==> src/rtl/fsm_fetch_dispatch_pkg.sv <==
// Shared control-unit definitions: opcode values, one-hot code bit positions,
// execution-unit indices and the fetch/dispatch state encoding.
package fsm_fetch_dispatch_pkg;

  localparam logic [6:0] OpOp      = 7'b0110011;
  localparam logic [6:0] OpOp32    = 7'b0111011;
  localparam logic [6:0] OpImm     = 7'b0010011;
  localparam logic [6:0] OpImm32   = 7'b0011011;
  localparam logic [6:0] OpLoad    = 7'b0000011;
  localparam logic [6:0] OpStore   = 7'b0100011;
  localparam logic [6:0] OpLui     = 7'b0110111;
  localparam logic [6:0] OpAuipc   = 7'b0010111;
  localparam logic [6:0] OpLoadFp  = 7'b0000111;
  localparam logic [6:0] OpStoreFp = 7'b0100111;
  localparam logic [6:0] OpFp      = 7'b1010011;
  localparam logic [6:0] OpBranch  = 7'b1100011;
  localparam logic [6:0] OpJal     = 7'b1101111;
  localparam logic [6:0] OpJalr    = 7'b1100111;

  localparam int unsigned CodeOp      = 0;
  localparam int unsigned CodeOp32    = 1;
  localparam int unsigned CodeImm     = 2;
  localparam int unsigned CodeImm32   = 3;
  localparam int unsigned CodeLoad    = 4;
  localparam int unsigned CodeStore   = 5;
  localparam int unsigned CodeLui     = 6;
  localparam int unsigned CodeAuipc   = 7;
  localparam int unsigned CodeLoadFp  = 8;
  localparam int unsigned CodeStoreFp = 9;
  localparam int unsigned CodeFp      = 10;
  localparam int unsigned CodeBranch  = 24;
  localparam int unsigned CodeJal     = 25;
  localparam int unsigned CodeJalr    = 26;

  localparam int unsigned NumUnits = 4;

  typedef enum logic [1:0] {
    UnitAlu    = 2'd0,
    UnitBranch = 2'd1,
    UnitLsu    = 2'd2,
    UnitFpu    = 2'd3
  } unit_e;

  typedef enum logic [2:0] {
    StFetch    = 3'd0,
    StDecode   = 3'd1,
    StDispatch = 3'd2,
    StWaitDone = 3'd3,
    StTrap     = 3'd4
  } state_e;

  // Watchdog value seen on the last WAIT_DONE cycle; it reaches 255 on the trap edge.
  localparam logic [7:0] WdogLast = 8'd254;

  function automatic logic [NumUnits-1:0] unit_onehot(input unit_e unit);
    return 4'b0001 << unit;
  endfunction

endpackage

==> src/rtl/opcode_onehot_dec.sv <==
// Combinational opcode classifier: 7-bit major opcode to one-hot class code,
// legality flag and target execution unit.
module opcode_onehot_dec
  import fsm_fetch_dispatch_pkg::*;
(
  input  logic [6:0]  opcode_i,
  output logic [31:0] code_o,
  output logic        valid_o,
  output unit_e       unit_o
);

  always_comb begin
    code_o  = '0;
    valid_o = 1'b1;
    unit_o  = UnitAlu;
    unique case (opcode_i)
      OpOp:      code_o[CodeOp]    = 1'b1;
      OpOp32:    code_o[CodeOp32]  = 1'b1;
      OpImm:     code_o[CodeImm]   = 1'b1;
      OpImm32:   code_o[CodeImm32] = 1'b1;
      OpLui:     code_o[CodeLui]   = 1'b1;
      OpAuipc:   code_o[CodeAuipc] = 1'b1;
      OpLoad: begin
        code_o[CodeLoad] = 1'b1;
        unit_o           = UnitLsu;
      end
      OpStore: begin
        code_o[CodeStore] = 1'b1;
        unit_o            = UnitLsu;
      end
      OpLoadFp: begin
        code_o[CodeLoadFp] = 1'b1;
        unit_o             = UnitLsu;
      end
      OpStoreFp: begin
        code_o[CodeStoreFp] = 1'b1;
        unit_o              = UnitLsu;
      end
      OpFp: begin
        code_o[CodeFp] = 1'b1;
        unit_o         = UnitFpu;
      end
      OpBranch: begin
        code_o[CodeBranch] = 1'b1;
        unit_o             = UnitBranch;
      end
      OpJal: begin
        code_o[CodeJal] = 1'b1;
        unit_o          = UnitBranch;
      end
      OpJalr: begin
        code_o[CodeJalr] = 1'b1;
        unit_o           = UnitBranch;
      end
      default: valid_o = 1'b0;
    endcase
    // Compressed encodings are never legal here, whatever the upper bits say.
    if (opcode_i[1:0] != 2'b11) begin
      code_o  = '0;
      valid_o = 1'b0;
      unit_o  = UnitAlu;
    end
  end

endmodule

==> src/rtl/fsm_fetch_dispatch.sv <==
// Fetch/decode/dispatch control FSM: fetches one instruction, classifies it,
// starts one execution FSM and waits for its completion under a watchdog.
module fsm_fetch_dispatch
  import fsm_fetch_dispatch_pkg::*;
(
  input  logic                clk,
  input  logic                rst_n,
  input  logic [31:0]         mem_rdata,
  input  logic                mem_ack,
  input  logic [NumUnits-1:0] done,
  output logic                mem_req,
  output logic [31:0]         ins,
  output logic [31:0]         code,
  output logic [NumUnits-1:0] start,
  output logic                illegal,
  output logic                timeout,
  output logic [63:0]         instret
);

  state_e      state_q, state_d;
  logic [31:0] ins_q, code_q;
  unit_e       sel_q;
  logic        illegal_q, timeout_q, mem_req_q;
  logic [63:0] instret_q;
  logic [7:0]  wdog_q;

  logic [31:0] dec_code;
  logic        dec_valid;
  unit_e       dec_unit;
  logic        sel_done;

  opcode_onehot_dec u_dec (
    .opcode_i (ins_q[6:0]),
    .code_o   (dec_code),
    .valid_o  (dec_valid),
    .unit_o   (dec_unit)
  );

  assign sel_done = done[sel_q];

  always_ff @(posedge clk) begin
    if (!rst_n) begin
      state_q <= StFetch;
    end else begin
      state_q <= state_d;
    end
  end

  always_comb begin
    state_d = state_q;
    unique case (state_q)
      StFetch:    if (mem_ack) state_d = StDecode;
      StDecode:   state_d = dec_valid ? StDispatch : StTrap;
      StDispatch: state_d = StWaitDone;
      StWaitDone: begin
        if (sel_done) begin
          state_d = StFetch;
        end else if (wdog_q == WdogLast) begin
          state_d = StTrap;
        end
      end
      StTrap:     state_d = StTrap;
      default:    state_d = StFetch;
    endcase
  end

  always_comb begin
    start = '0;
    if (state_q == StDispatch) begin
      start = unit_onehot(sel_q);
    end
  end

  always_ff @(posedge clk) begin
    if (!rst_n) begin
      mem_req_q <= 1'b0;
      ins_q     <= '0;
      code_q    <= '0;
      sel_q     <= UnitAlu;
      illegal_q <= 1'b0;
      timeout_q <= 1'b0;
      instret_q <= '0;
      wdog_q    <= '0;
    end else begin
      // Request rises one cycle into FETCH and drops on the ack edge.
      mem_req_q <= (state_q == StFetch) && (state_d == StFetch);
      if (state_q == StFetch && mem_ack) begin
        ins_q <= mem_rdata;
      end
      if (state_q == StDecode) begin
        code_q <= dec_code;
        sel_q  <= dec_unit;
        if (!dec_valid) begin
          illegal_q <= 1'b1;
        end
      end
      if (state_q == StDispatch) begin
        wdog_q <= '0;
      end else if (state_q == StWaitDone) begin
        wdog_q <= wdog_q + 8'd1;
      end
      if (state_q == StWaitDone && state_d == StTrap) begin
        timeout_q <= 1'b1;
      end
      if (state_q == StWaitDone && sel_done) begin
        instret_q <= instret_q + 64'd1;
      end
    end
  end

  assign mem_req = mem_req_q;
  assign ins     = ins_q;
  assign code    = code_q;
  assign illegal = illegal_q;
  assign timeout = timeout_q;
  assign instret = instret_q;

endmodule

==> config.mk <==
export PLATFORM = sky130hd
export DESIGN_NAME = fsm_fetch_dispatch
export DESIGN_NICKNAME = d
export VERILOG_FILES = /design/src/rtl/fsm_fetch_dispatch_pkg.sv /design/src/rtl/opcode_onehot_dec.sv /design/src/rtl/fsm_fetch_dispatch.sv
export SDC_FILE = /design/constraint.sdc
export NUM_CORES = 1
export LEC_CHECK = 0
export CORE_ASPECT_RATIO = 1.5
export CORE_MARGIN = 8
export CORE_UTILIZATION = 30
export DETAILED_ROUTE_END_ITERATION = 6
export SYNTH_ARGS = -nofsm -noshare
export SYNTH_HDL_FRONTEND = slang
export SYNTH_SLANG_ARGS = --single-unit
==> constraint.sdc <==
create_clock -name clk -period 2.6 [get_ports clk]
set_clock_uncertainty 0.2 [all_clocks]
set_input_delay 0.65 -clock clk [delete_from_list [all_inputs] [get_ports clk]]
set_output_delay 0.65 -clock clk [all_outputs]
set_load 0.01 [all_outputs]
==> results.sh <==
export IMPL_run_status="finished clean"
export IMPL_io_pins=174
export IMPL_fp_coreArea_mm2=0.0189
export IMPL_internal_power_mw=3.50
export IMPL_regArea_mm2=0.00252
export IMPL_num_antenna_cells=0
export IMPL_post_cts_buffers=0
export IMPL_via_count=5575
export IMPL_power_share_clock_pct=49.5
export IMPL_floorplan_initialDensity_pct=30.3
export IMPL_synth_top_cell_area_share_pct=43.9
export IMPL_fillers=1928
export IMPL_cts_tree="done"
export IMPL_areaGrowthSynthToFinish_pct=44.1
export IMPL_viasPerCell=4.92
export IMPL_hpwlAfterDp_mm=13.1
export IMPL_min_to="ins[30]"
export IMPL_synth_seq_cells=126
export IMPL_worst_pin_slew_ns=0.560
export IMPL_rrSetupSlack_ns=0.19
export IMPL_p_comb_share_pct=7.2
export IMPL_synth_enable_flop_cells=0
export IMPL_drc=0
export IMPL_preCtsSetupSlack_ns=-0.280
export IMPL_yosysSeqAreaShare_pct=43.9
export IMPL_row_count=62
export IMPL_postRouteAntennaNets=0
export IMPL_hold_viol=0
export IMPL_finalCriticalPeriod_ns=2.48
export IMPL_cts_htree_levels=4
export IMPL_worst_endpoint_required_ns=1.75
export IMPL_placed_cell_area_mm2=0.00771
export IMPL_grt_pass1_wl_mm=28.4
export IMPL_synthTopCellsByArea="dfxtp_1, nand2_1, a21oi_1"
export IMPL_synthCells=697
export IMPL_crit_chain="clkdlybuf4s50_1"
export IMPL_clockBufferDepth=2
export IMPL_cp_max_fo=14
export IMPL_r2r_start="instret[18]"
export IMPL_syn_area_per_cell_um2=8.24
export IMPL_fmax_ghz=0.403
export IMPL_dr_pass1_iters=4
export IMPL_final_nets=907
export IMPL_cp_data_arrival_time_ns=1.63
export IMPL_fin_crit_sh_pct=95.4
export IMPL_synth_ff_type="dfxtp_1"
export IMPL_grt_pass1_vias=5363
export IMPL_drive_gt1_share_pct=9.68
export IMPL_cts_sinks=126
export IMPL_p_sw_share_pct=24.5
export IMPL_multi_input_area_mm2=0.00297
export IMPL_yosys_area_top_type="dfxtp_1"
export IMPL_relSlewSlack_pct=62.6
export IMPL_cts_root_buf="clkbuf_16"
export IMPL_worstSetupStartpointType="flip-flop"
export IMPL_fin_area_mm2=0.00827
export IMPL_die_y_um=185
export IMPL_grt_usage_pct=15.1
export IMPL_ys_types=50
export IMPL_min_from="ins[30]"
export IMPL_grt_ovfl_total=0
export IMPL_dieArea_mm2=0.0239
export IMPL_r2r_cells=6
export IMPL_portBuffers=155
export IMPL_setup_tns_ns=0
export IMPL_async_reset_ff_share_pct=0
export IMPL_synthesis_area_mm2=0.00574
export IMPL_dieWidth_um=129
export IMPL_pwr_share_seq_pct=43.3
export IMPL_hp_class="flip-flop to flip-flop"
export IMPL_dr_first_iter_drc_count=212
export IMPL_slew_viol_final=0
export IMPL_drv_cap=0
export IMPL_r2r_end="instret[46]"
export IMPL_whs_path_depth=2
export IMPL_power_density_mw_per_mm2=560
export IMPL_slowest_stage="clkdlybuf4s50_1"
export IMPL_p_leak_nw=2.92
export IMPL_rsz0062_at_grt="no"
export IMPL_cp_top_family="buffers and inverters"
export IMPL_layout_setup_ws_ns=0.120
export IMPL_post_drt_wl_per_cell_um=15.7
export IMPL_clkSlewWorstSetupHoldPaths_ns=0.06
export IMPL_setup_violations=0
export IMPL_cts_buffers_inserted=17
export IMPL_path_class="flip-flop to output pin"
export IMPL_crit_path_start="ins[6]"
export IMPL_wirelength_mm=17.8
export IMPL_vdd_drop_max_mv=0.305
export IMPL_cp_end_kind="output pin"
export IMPL_gpl_final_weighted_congestion=0.770
export IMPL_power_mw=4.63
export IMPL_clock_latency_ns=0.43
export IMPL_antenna_found_initial=0
export IMPL_p_switching_mw=1.13
export IMPL_grt_start_max_net_pins=39
export IMPL_slowest_delay_ns=0.63
export IMPL_crit_buf_inv=1
export IMPL_synth_warning_count=0
cell families after synthesis:
family | share of synthesized area (%)
AO/OA/AOI/OAI | 12.3
XOR/XNOR | 5.64
adder cells (fa/ha/maj) | 0.654
buffers and inverters | 5.75
flip-flops | 43.9
multiplexers | 0.915
other | 0.0653
AND/OR/NAND/NOR | 30.7
registers in the layout, summed over array words and instances, names as in the netlist:
| register | cells |
|---|---|
| wdog_q | 8 |
| sel_q | 2 |
| code | 14 |
| mem_req | 1 |
| state_q | 3 |
| timeout | 1 |
| instret | 64 |
| ins | 32 |
| illegal | 1 |
layout by cell type (no fill, tap or decap), types with 12 or more instances in the layout:
cell type,synthesis,layout
and2_1,12,12
nand3_1,33,33
o21ai_0,23,23
conb_1,1,18
nand2_1,93,93
buf_4,19,33
nor3_1,13,13
clkbuf_16,0,17
xor2_1,28,28
nand4_1,42,42
a21oi_1,65,65
dfxtp_1,126,125
or3_1,19,19
nor2_1,64,63
and3_1,12,12
clkdlybuf4s50_1,0,151
a22oi_1,13,13
worst max path at each step:
stage                       end  slack, ns  cells after the start
CTS                      ins[6]       0.09                      1
detailed placement  instret[35]      -0.28                      7
global route             ins[6]       0.04                      1
global placement    instret[35]      -0.24                      7
finish                   ins[6]       0.12                      1
floorplan           instret[41]       0.34                      7
final cells by class:
class                           instances  share of cell area, %
Tap cell                              256                   3.87
Sequential cell                       126                   30.5
Clock inverter                         13                   1.38
Timing Repair Buffer                  192                   22.7
Clock buffer                           19                   5.47
Multi-Input combinational cell        523                   35.9
Inverter                                5                  0.242
metrics by stage:
| step | hold slack (ns) | std cells | utilization (%) |
|---|---|---|---|
| after floorplan | 0.258 | 714 | - |
| after global placement | 0.240 | 1102 | 40.7 |
| after detailed placement | 0.247 | 1102 | 40.7 |
| after CTS | 0.255 | 1134 | 43.7 |
| after global routing | 0.274 | 1134 | 43.7 |
| final | 0.253 | 1134 | 43.7 |
synthesized netlist by cell type (all sizes together), types with 2 or more instances:
library cell and instances:
dfxtp 126, nand2 95, a21oi 65, nor2 64, nand4 44, nand3 34
clkbuf 31, buf 29, xor2 28, o21ai 23, or3 19, nor3 14
a22oi 13, and2 12, and3 12, nor4 11, o31ai 10, or4 10
xnor2 9, nand2b 6, and4 4, inv 4, nand3b 4, o21a 4
and3b 3, ha 3, mux2i 3, nor2b 3, a21o 2, nor3b 2
o31a 2
power by group through the flow:
stage | Clock, mW | Sequential, mW | Combinational (mW)
detailed placement | 0 | 2.05 | 0.338
global route | 2.46 | 2.01 | 0.369
finish | 2.29 | 2.00 | 0.334
global placement | 0 | 2.04 | 0.338
floorplan | 0 | 2.05 | 0.162
CTS | 2.36 | 2.00 | 0.339
what timing repair did:
action / CTS / global route
resized for setup: 6 / 0
hold buffers: 0 / 0
endpoints found under the setup margin: 4 / 0
per-layer routing:
layer | wire (µm) | share of wire, % | track usage, %
met5 | 0 | 0 | 0
met4 | 423 | 2.4 | 6.94
met3 | 1560 | 8.8 | 6.31
met2 | 8970 | 50 | 26.3
met1 | 6880 | 39 | 15.5
No activity file was read; power rests on OpenSTA's default activity.
